==> config.mk <==
export PLATFORM = sky130hd
export DESIGN_NAME = reg_bus_master
export DESIGN_NICKNAME = d
export VERILOG_FILES = /design/src/rtl/mac_reg_pkg.sv /design/src/rtl/reg_bus_cycle.sv /design/src/rtl/reg_bus_master.sv
export SDC_FILE = /design/constraint.sdc
export NUM_CORES = 1
export LEC_CHECK = 0
export BUFFER_PORTS_ARGS = -buffer_cell sky130_fd_sc_hd__buf_2
export CAP_MARGIN = 20
export CORE_ASPECT_RATIO = 0.8
export CORE_MARGIN = 10
export CORE_UTILIZATION = 51
export CTS_CLUSTER_SIZE = 24
export DETAILED_ROUTE_END_ITERATION = 16
export PLACE_DENSITY = 0.86
export SYNTH_ARGS = -nofsm -noshare
export SYNTH_HDL_FRONTEND = slang
export SYNTH_HIERARCHICAL = 1
export SYNTH_SLANG_ARGS = --single-unit
export TNS_END_PERCENT = 20
==> constraint.sdc <==
create_clock -name Clk_reg -period 2.2 [get_ports Clk_reg]
set_input_delay 0.22 -clock Clk_reg [delete_from_list [all_inputs] [get_ports Clk_reg]]
set_output_delay 0.22 -clock Clk_reg [all_outputs]
set_load 0.02 [all_outputs]
==> src/rtl/mac_reg_pkg.sv <==
`default_nettype none
// +----------------------------------------------------------------------------+
// | mac_reg_pkg : MAC host register indices and state types for the bus master |
// | Revision    : 1.0                                                          |
// +----------------------------------------------------------------------------+
package mac_reg_pkg;

    localparam logic [6:0] REG_CPU_RD_ADDR   = 7'd28;
    localparam logic [6:0] REG_CPU_RD_APPLY  = 7'd29;
    localparam logic [6:0] REG_CPU_RD_GRANT  = 7'd30;
    localparam logic [6:0] REG_CPU_RD_DOUT_L = 7'd31;
    localparam logic [6:0] REG_CPU_RD_DOUT_H = 7'd32;

    typedef enum logic [3:0] {
        S_IDLE     = 4'd0,
        S_WR       = 4'd1,
        S_RD       = 4'd2,
        S_RDCAP    = 4'd3,
        S_RM_ADDR  = 4'd4,
        S_RM_APPLY = 4'd5,
        S_RM_POLL  = 4'd6,
        S_RM_LO    = 4'd7,
        S_RM_HI    = 4'd8,
        S_RM_CLR   = 4'd9,
        S_RSP      = 4'd10
    } state_t;

    typedef enum logic [1:0] {
        PH_IDLE    = 2'd0,
        PH_ACCESS  = 2'd1,
        PH_CAPTURE = 2'd2
    } phase_t;

    function automatic logic [7:0] byte_addr(input logic [6:0] idx);
        return {idx, 1'b0};
    endfunction

endpackage
`default_nettype wire

==> src/rtl/reg_bus_cycle.sv <==
`default_nettype none
// +----------------------------------------------------------------------------+
// | reg_bus_cycle : single CSB/WRB access engine with one-cycle read capture   |
// | Revision      : 1.0                                                        |
// +----------------------------------------------------------------------------+
module reg_bus_cycle
    import mac_reg_pkg::*;
(
    input  logic        Clk_reg,
    input  logic        Reset,
    input  logic        start,
    input  logic        write,
    input  logic [6:0]  idx,
    input  logic [15:0] wdata,
    output logic        busy,
    output logic        done,
    output logic [15:0] rdata,
    output logic        CSB,
    output logic        WRB,
    output logic [7:0]  CA,
    output logic [15:0] CD_wr,
    input  logic [15:0] CD_rd
);

    phase_t r_phase;

    always_ff @(posedge Clk_reg or posedge Reset) begin
        if (Reset) begin
            r_phase <= PH_IDLE;
            CSB     <= 1'b1;
            WRB     <= 1'b1;
            CA      <= 8'h00;
            CD_wr   <= 16'h0000;
        end else begin
            case (r_phase)
                PH_IDLE: begin
                    if (start) begin
                        CSB     <= 1'b0;
                        WRB     <= ~write;
                        CA      <= byte_addr(idx);
                        if (write)
                            CD_wr <= wdata;
                        r_phase <= PH_ACCESS;
                    end
                end
                PH_ACCESS: begin
                    CSB     <= 1'b1;
                    WRB     <= 1'b1;
                    // WRB low here marks a write: nothing to capture afterwards
                    r_phase <= WRB ? PH_CAPTURE : PH_IDLE;
                end
                PH_CAPTURE: r_phase <= PH_IDLE;
                default:    r_phase <= PH_IDLE;
            endcase
        end
    end

    assign busy  = (r_phase != PH_IDLE);
    assign done  = ((r_phase == PH_ACCESS) && !WRB) || (r_phase == PH_CAPTURE);
    assign rdata = CD_rd;

endmodule
`default_nettype wire

==> src/rtl/reg_bus_master.sv <==
`default_nettype none
// +----------------------------------------------------------------------------+
// | reg_bus_master : MAC register bus initiator; REG_MASTER_RMON_EN adds RMON  |
// | Revision       : 1.0                                                       |
// +----------------------------------------------------------------------------+
module reg_bus_master
    import mac_reg_pkg::*;
#(
    parameter int unsigned POLL_LIMIT = 255
) (
    input  logic        Clk_reg,
    input  logic        Reset,
    input  logic        cmd_valid,
    output logic        cmd_ready,
    input  logic        cmd_write,
    input  logic        cmd_rmon,
    input  logic [6:0]  cmd_addr,
    input  logic [15:0] cmd_wdata,
    output logic        rsp_valid,
    input  logic        rsp_ready,
    output logic [31:0] rsp_data,
    output logic        rsp_timeout,
    output logic        CSB,
    output logic        WRB,
    output logic [7:0]  CA,
    output logic [15:0] CD_wr,
    input  logic [15:0] CD_rd
);

    state_t      r_state;
    state_t      w_next;
    logic        r_write;
    logic [6:0]  r_addr;
    logic [15:0] r_wdata;
    logic [31:0] r_rsp_data;
    logic        w_accept;
    logic        w_start;
    logic        w_bus_write;
    logic [6:0]  w_bus_idx;
    logic [15:0] w_bus_wdata;
    logic        w_busy;
    logic        w_done;
    logic [15:0] w_rdata;

`ifdef REG_MASTER_RMON_EN
    logic [15:0] r_poll_cnt;
    logic        r_timeout;
    logic        w_poll_last;

    assign w_poll_last = (32'(r_poll_cnt) + 32'd1 >= POLL_LIMIT);
`endif

    assign w_accept = (r_state == S_IDLE) && cmd_valid;

    always_comb begin
        w_next      = r_state;
        w_start     = 1'b0;
        w_bus_write = r_write;
        w_bus_idx   = r_addr;
        w_bus_wdata = r_wdata;
        case (r_state)
            S_IDLE: begin
                if (cmd_valid) begin
`ifdef REG_MASTER_RMON_EN
                    if (cmd_rmon && !cmd_write)
                        w_next = S_RM_ADDR;
                    else
`endif
                        w_next = cmd_write ? S_WR : S_RD;
                end
            end
            S_WR: begin
                w_start = !w_busy;
                if (w_done)
                    w_next = S_RSP;
            end
            S_RD: begin
                w_start = !w_busy;
                if (w_busy)
                    w_next = S_RDCAP;
            end
            S_RDCAP: begin
                if (w_done)
                    w_next = S_RSP;
            end
`ifdef REG_MASTER_RMON_EN
            S_RM_ADDR: begin
                w_start     = !w_busy;
                w_bus_write = 1'b1;
                w_bus_idx   = REG_CPU_RD_ADDR;
                w_bus_wdata = {10'd0, r_addr[5:0]};
                if (w_done)
                    w_next = S_RM_APPLY;
            end
            S_RM_APPLY: begin
                w_start     = !w_busy;
                w_bus_write = 1'b1;
                w_bus_idx   = REG_CPU_RD_APPLY;
                w_bus_wdata = 16'h0001;
                if (w_done)
                    w_next = S_RM_POLL;
            end
            S_RM_POLL: begin
                w_start     = !w_busy;
                w_bus_write = 1'b0;
                w_bus_idx   = REG_CPU_RD_GRANT;
                // a grant on the last permitted poll still wins over the timeout
                if (w_done) begin
                    if (w_rdata[0])
                        w_next = S_RM_LO;
                    else if (w_poll_last)
                        w_next = S_RM_CLR;
                end
            end
            S_RM_LO: begin
                w_start     = !w_busy;
                w_bus_write = 1'b0;
                w_bus_idx   = REG_CPU_RD_DOUT_L;
                if (w_done)
                    w_next = S_RM_HI;
            end
            S_RM_HI: begin
                w_start     = !w_busy;
                w_bus_write = 1'b0;
                w_bus_idx   = REG_CPU_RD_DOUT_H;
                if (w_done)
                    w_next = S_RM_CLR;
            end
            S_RM_CLR: begin
                w_start     = !w_busy;
                w_bus_write = 1'b1;
                w_bus_idx   = REG_CPU_RD_APPLY;
                w_bus_wdata = 16'h0000;
                if (w_done)
                    w_next = S_RSP;
            end
`endif
            S_RSP: begin
                if (rsp_ready)
                    w_next = S_IDLE;
            end
            default: w_next = S_IDLE;
        endcase
    end

    always_ff @(posedge Clk_reg or posedge Reset) begin
        if (Reset) begin
            r_state    <= S_IDLE;
            r_write    <= 1'b0;
            r_addr     <= 7'd0;
            r_wdata    <= 16'h0000;
            r_rsp_data <= 32'h0;
        end else begin
            r_state <= w_next;
            if (w_accept) begin
                r_write    <= cmd_write;
                r_addr     <= cmd_addr;
                r_wdata    <= cmd_wdata;
                r_rsp_data <= 32'h0;
            end
            if (w_done) begin
                case (r_state)
                    S_RDCAP: r_rsp_data <= {16'h0000, w_rdata};
`ifdef REG_MASTER_RMON_EN
                    S_RM_LO: r_rsp_data[15:0]  <= w_rdata;
                    S_RM_HI: r_rsp_data[31:16] <= w_rdata;
`endif
                    default: ;
                endcase
            end
        end
    end

`ifdef REG_MASTER_RMON_EN
    always_ff @(posedge Clk_reg or posedge Reset) begin
        if (Reset) begin
            r_poll_cnt <= 16'd0;
            r_timeout  <= 1'b0;
        end else if (w_accept) begin
            r_poll_cnt <= 16'd0;
            r_timeout  <= 1'b0;
        end else if ((r_state == S_RM_POLL) && w_done && !w_rdata[0]) begin
            if (w_poll_last)
                r_timeout <= 1'b1;
            else
                r_poll_cnt <= r_poll_cnt + 16'd1;
        end
    end

    assign rsp_timeout = r_timeout;
`else
    logic w_unused;
    assign w_unused    = cmd_rmon ^ (POLL_LIMIT == 0);
    assign rsp_timeout = 1'b0;
`endif

    assign cmd_ready = (r_state == S_IDLE);
    assign rsp_valid = (r_state == S_RSP);
    assign rsp_data  = r_rsp_data;

    reg_bus_cycle u_cycle (
        .Clk_reg (Clk_reg),
        .Reset   (Reset),
        .start   (w_start),
        .write   (w_bus_write),
        .idx     (w_bus_idx),
        .wdata   (w_bus_wdata),
        .busy    (w_busy),
        .done    (w_done),
        .rdata   (w_rdata),
        .CSB     (CSB),
        .WRB     (WRB),
        .CA      (CA),
        .CD_wr   (CD_wr),
        .CD_rd   (CD_rd)
    );

endmodule
`default_nettype wire

==> results of run 1 <==
[path summary, 6_finish.rpt]
kind | endpoint | depth (start not counted) | slack [ns]
worst max-delay path | u_cycle/CD_wr[5] | 5 | 0.23
min in group asynchronous | u_cycle/CD_wr[10] | 3 | 0.43
worst min-delay path | r_wdata[4] | 2 | 0.08
worst min register to register | rsp_data[30] | 1 | 0.48
max in group asynchronous | u_cycle/WRB | 4 | 1.12
worst max register to register | u_cycle/CD_wr[5] | 5 | 0.23
[power groups by stage]
stage / Sequential [mW] / Combinational (mW) / Clock, mW
after floorplan: 2.90 / 1.25 / 0
after global placement: 2.50 / 2.31 / 0
after detailed placement: 2.55 / 2.40 / 0
after CTS: 2.53 / 2.41 / 1.07
after global routing: 2.61 / 2.60 / 1.14
final: 2.52 / 2.39 / 1.04
[Yosys cell counts (3+ instances only)]
cell type   n  share of area
dfrtp_1    84           0.62
buf_4      24          0.053
mux2_2     20          0.066
mux2_1     18          0.059
a22o_1     16          0.041
and2_1     16          0.029
mux2_4      9          0.040
inv_1       5         0.0055
o21ai_0     5         0.0073
nand2_1     4         0.0044
a21oi_1     3         0.0044
nor2_1      3         0.0033
[critical path, cell delays in order (launching register included)]
cell and delay (ns):
dfrtp_1 0.39, or2_2 0.32, nor3_2 0.20, nor4bb_4 0.35
buf_4 0.26, mux2_2 0.36
[per-layer routing]
layer / global-route usage / up-vias
met5: 0 / -
met4: 0.0524 / 0
met3: 0.0543 / 12
met2: 0.251 / 59
met1: 0.160 / 1046
li1: - / 977
[state kept, by name, indices dropped and copies added, names as in the netlist]
name / cells
r_addr: 7
r_state: 3
r_wdata: 16
r_write: 1
rsp_data: 32
u_cycle/CA: 7
u_cycle/CD_wr: 16
u_cycle/CSB: 1
u_cycle/WRB: 1
u_cycle/r_phase: 2
[kinds of logic (layout without fill, tap and decap cells)]
group / Yosys count / count (layout)
simple gates: 36 / 36
flops: 86 / 86
other cells: 2 / 2
compound gates: 26 / 26
mux: 47 / 47
xor+xnor: 1 / 1
buf+inv: 35 / 140
[timing repair]
action                                  CTS  global route
endpoints found under the hold margin    27             0
hold buffers                              1             0
gates resized for setup                   0             1
endpoints found under the setup margin    0             2
[cell type report]
class | count | area (um2)
clock inverters | 7 | 65.1
inverters | 5 | 18.8
well taps | 84 | 105
flip-flops and latches | 86 | 2150
multi-input cells | 112 | 1040
fillers | 492 | 2280
clock buffers | 9 | 124
repair buffers | 119 | 661
[per-stage QoR]
stage | cell area (um2) | util | cells | setup slack, ns | hold WS [ns]
after floorplan | 3410 | - | 233 | 0.128 | 0.271
after global placement | 3950 | 0.613 | 404 | 0.125 | 0.236
after detailed placement | 3950 | 0.613 | 404 | 0.0280 | 0.249
after CTS | 4150 | 0.644 | 421 | 0.00132 | 0.0628
after global routing | 4170 | 0.647 | 422 | 0.0822 | 0.0723
final | 4170 | 0.647 | 422 | 0.226 | 0.0829
[cell usage in the layout (no fill, tap or decap), types with 3 or more instances in the layout]
cell type / n
mux2_1: 18
buf_4: 14
buf_2: 102
mux2_4: 9
clkbuf_8: 9
o21ai_0: 5
mux2_2: 20
a21oi_1: 3
inv_1: 4
nand2_1: 4
a22o_1: 16
and2_1: 16
dfrtp_1: 84
nor2_1: 3
==> flow_summary.yaml, run 1 <==
pwr:
  p_total_mw: 5.95
  p_int_mw: 3.81
  p_switching_mw: 2.14
  p_leak_nw: 2.16
  power.share.switching: 0.360
  ir_drop_uv: 732
  p_clk_frac: 0.175
  p_seq_frac: 0.424
  pwr_density_cell_nw_per_um2: 1430
  p_comb_frac: 0.401
worst_setup_path:
  end_kind: "flop"
  crit_path_start: "u_cycle/r_phase[1]"
  critical_path_class: "reg2reg"
  cp.required_ns: 2.44
  critPathArrivalTime_ns: 2.21
  start_kind: "flop"
  cp_max_fo: 10
  timing.rr.start: "u_cycle/r_phase[1]"
cts:
  path_clk_slew_ns: 0.09
  cts_setup_buffers: 0
  cts_tree: "built"
  htreeDepth: 3
  clk_latency_ns: 0.35
  cts_buffer_depth: 2
  root_buffer: "clkbuf_8"
  cts_buffers: 9
  cts_sinks: 86
layout:
  area_growth_syn_to_layout_pct: 22.0
  antenna_cells: 0
  nets: 378
  drive_gt1_frac: 0.509
global_route:
  overflow: 0
  grt_first_pass_wirelength_um: 12200
  antenna_found_initial: 0
  grt_max_degree: 43
  grt_pass1_vias: 2365
  track_usage: 0.145
logic_synthesis:
  synth_mux_area_frac: 0.165
  synth_top_family_by_area: "multiplexers"
  synth-compound-area-share: 0.0568
  syn_nets: 278
  synth_xor_area_frac: 0.00257
  async_flop_share: 1.00
  ys_warn_count: 6
  ys_ff_latch: 86
  synth_ff_type: "dfrtp_1"
  synth_edf_count: 0
  netlist_instances: 233
  synth_cell_type_count: 32
  syn_avg_cell_area_um2: 14.6
  synth-simple-area-share: 0.0715
  synthAdderAreaFrac: 0
  yosysSeqAreaShare: 0.631
  syn_area_um2: 3410
flow_run:
  drv_cap: 0
sta:
  tns_ns: 0
  slew_viol_final: 0
  max_freq_mhz: 507
  finalSetupViolations: 0
  skew_ns: 0.00604
  hold_violations: 0
  finalCritPeriodShare: 0.897
  period_needed_ns: 1.97
  grt_setup_unrepaired: "no"
detailed_routing:
  vias: 2094
  met2WireLength_um: 3720
  met1Wirelength_um: 2870
  routed_via_density: 4.96
  first_iter_violations: 41
  ant_nets: 0
  route.detailed.wl_per_inst_um: 17.1
  route.detailed.drc: 0
  maxUsedRoutingLayer: "met4"
  wl_met3_um: 498
  first_pass_iters: 4
  routed_wl_um: 7210
placed_design:
  portBuffers: 102
  place_hpwl_um: 5470
  routabilityCongestion: 0.767
floorplan:
  coreArea_um2: 6440
  die_w_um: 111
  die_h_um: 93.2
  start_util: 0.530
  die_area_um2: 10400
  pin_count: 106
  num_rows: 26
worst_hold_path:
  hold_class: "in2reg"
  min_from: "cmd_wdata[4]"
status:
  status: "complete, no violations"
Power figures use the tool's default switching activity.
==> inputs of run 2 (changes only) <==
CORE_UTILIZATION = 50   (was 51)
GPL_TIMING_DRIVEN = 0   (was not set)
PLACE_DENSITY = 0.84   (was 0.86)
SYNTH_HIERARCHICAL = not set   (was 1)
==> run 2 against run 1 <==
Sequential share of layout area is 0.61 points lower. Sequential power about the same. Synthesized cell count grew 7.3%. Final area grew 1.2%. Register-to-register slack lost 0.11 ns. Flip-flop and latch count stayed put. Critical path depth grew 1. Area after synthesis decreased by 1.4%. Largest power group unchanged. First-iteration DRC count rose by 78%. Routed wire length is 0.35% higher. Total power down 0.83%.
==> flow_summary.yaml, run 2 <==
worst_hold_path:
  hold_class: "in2async"
worst_setup_path:
  cp_slowest_cell: "dfrtp_1"
  critical_path_class: "reg2reg"
  cp.required_ns: 2.42
  end_kind: "flop"
  cp_max_fo: 10
  path_cells: "clkbuf_1 -> nor3_1 -> and3_1 -> clkbuf_1 -> buf_4 -> mux2_2"
  critPathArrivalTime_ns: 2.30
  path_common_cell: "clkbuf_1"
  crit_buf_inv: 3
  cpPeakStageDelay_ns: 0.37
  start_kind: "flop"
  crit_family: "buffers and inverters"
logic_synthesis:
  synth-compound-area-share: 0.0305
  synth_common_cells: "84 x dfrtp_1, 44 x mux2_2, 23 x inv_1"
  async_flop_share: 1.00
  synthTopCellsByArea: "dfrtp_1 62%, mux2_2 15%, mux2i_1 4.8%"
  synth_top_family_by_area: "multiplexers"
  syn_area_um2: 3360
  yosysSeqAreaShare: 0.640
  ys_ff_latch: 86
  yosys.area.top_type: "dfrtp_1"
  synthAdderAreaFrac: 0
  synth-simple-area-share: 0.0729
  synth_edf_count: 0
  netlist_instances: 250
  synth_ff_type: "dfrtp_1"
  syn_avg_cell_area_um2: 13.5
  synth_xor_area_frac: 0.00260
  synth_most_common_cell: "dfrtp_1"
  ys_warn_count: 0
  synth_top_area_frac: 0.625
  synth_cell_type_count: 30
  synth_mux_area_frac: 0.202
floorplan:
  num_rows: 26
  coreArea_um2: 6470
  die_h_um: 93.4
  die_w_um: 112
  start_util: 0.520
  die_area_um2: 10400
  pin_count: 106
sta:
  period_needed_ns: 2.08
  setup_slack_ns: 0.120
  slew_viol_final: 0
  max_freq_mhz: 481
  hold-worst-slack_ns: 0.0688
  grt_setup_unrepaired: "yes"
  finalSetupViolations: 0
  hold_violations: 0
  worstMarginPinSlew_ns: 0.928
  maxSlewHeadroom: 0.380
  skew_ns: 0.0103
  finalCritPeriodShare: 0.945
  tns_ns: 0
placed_design:
  dp_slack_ns: 0.0848
  place_hpwl_um: 5520
  routabilityCongestion: 0.809
  portBuffers: 102
  placed_cells: 438
  dpl_cell_area_um2: 4010
cts:
  path_clk_slew_ns: 0.09
  post_cts_resized: 0
  cts_tree: "built"
  cts_buffers: 9
  cts_buffer_depth: 2
  cts_setup_buffers: 0
  htreeDepth: 3
  cts_hold_buf: 0
  cts_sinks: 86
  clk_latency_ns: 0.34
  root_buffer: "clkbuf_8"
flow_run:
  drv_cap: 0
global_route:
  track_usage: 0.142
  grt_max_degree: 45
  busiest_layer: "met2"
  antenna_found_initial: 0
  grt_pass1_vias: 2451
  overflow: 0
  use_met2: 0.228
  met1_usage: 0.168
  grt_use_met3: 0.0747
  grt_first_pass_wirelength_um: 12300
detailed_routing:
  first_iter_violations: 73
  vias: 2227
  ant_nets: 0
  route.detailed.wl_per_inst_um: 15.9
  first_pass_iters: 4
  routed_wl_um: 7240
  routed_via_density: 4.91
  route.detailed.drc: 0
pwr:
  ir_drop_uv: 693
  pwr_density_cell_nw_per_um2: 1400
  p_leak_nw: 2.38
layout:
  layout_commonest_cell: "buf_2"
  fin_cells: 454
  final_area_um2: 4220
  final_cell_mix: "104 x buf_2, 84 x dfrtp_1, 44 x mux2_2"
  drive_gt1_frac: 0.470
  nets: 410
  largest_reg_flops: 32
  area_growth_syn_to_layout_pct: 25.3
  antenna_cells: 0
status:
  status: "complete, no violations"
run 2: cell types whose count changed after synthesis, moves of 7 or more:
| cell | previous run | this run |
|---|---|---|
| a22o_1 | 16 | 0 |
| clkbuf_1 | 1 | 8 |
| and2_1 | 16 | 0 |
| mux2_4 | 9 | 0 |
| mux2_1 | 18 | 2 |
| and3_1 | 0 | 17 |
| inv_1 | 5 | 23 |
| mux2_2 | 20 | 44 |
| nand2_1 | 4 | 19 |
| buf_4 | 24 | 3 |
| mux2i_1 | 0 | 16 |
run 2: per-stage QoR:
step | total power [mW] | utilization
6_report | 5.90 | 0.651
3_3_place_gp | 4.75 | 0.616
5_1_grt | 6.34 | 0.651
3_5_place_dp | 4.86 | 0.619
2_1_floorplan | 4.13 | -
4_1_cts | 5.99 | 0.651
run 2: cell families (layout without fill, tap and decap cells):
kind of cell | count (synthesis) | count (layout)
AOI/OAI and AO/OA | 15 | 15
xor gates and xnor gates | 1 | 1
muxes | 62 | 62
and+or+nand+nor | 47 | 47
DFF | 86 | 86
buffers and inverters | 38 | 157
other | 1 | 2
run 2: report_power, final:
part | switching (mW) | leakage, nW | total (mW) | internal [mW]
Combinational | 1.25 | 1.20 | 2.27 | 1.02
Clock | 0.552 | 0.0951 | 1.11 | 0.561
Sequential | 0.307 | 1.08 | 2.52 | 2.21
Total | 2.10 | 2.38 | 5.90 | 3.80
run 2: layout make-up:
type,instances,area [um2]
multi-input combinational,127,1040
sequential,86,2150
timing repair buffer,103,531
inverter,23,90.1
fill,514,2260
tap,84,105
clock buffer,10,138
buffer,15,85.1
clock inverter,6,70.1
run 2: final timing paths:
path	startpoint	to	slack, ns	cells past startpoint
max in group asynchronous	Reset	rsp_data[6]	1.45	3
min	Reset	r_wdata[11]	0.07	2
max	r_state[3]	u_cycle.CD_wr[10]	0.12	6
max reg2reg	r_state[3]	u_cycle.CD_wr[10]	0.12	6
min reg2reg	u_cycle.CD_wr[6]	u_cycle.CD_wr[6]	0.49	1
min in group Clk_reg	rsp_ready	r_state[3]	0.08	2
run 2: layer usage:
metal | vias up | share of wire
li1 | 1075 | -
met1 | 1083 | 0.43
met2 | 69 | 0.47
met3 | 0 | 0.093
met4 | 0 | 0
met5 | - | 0
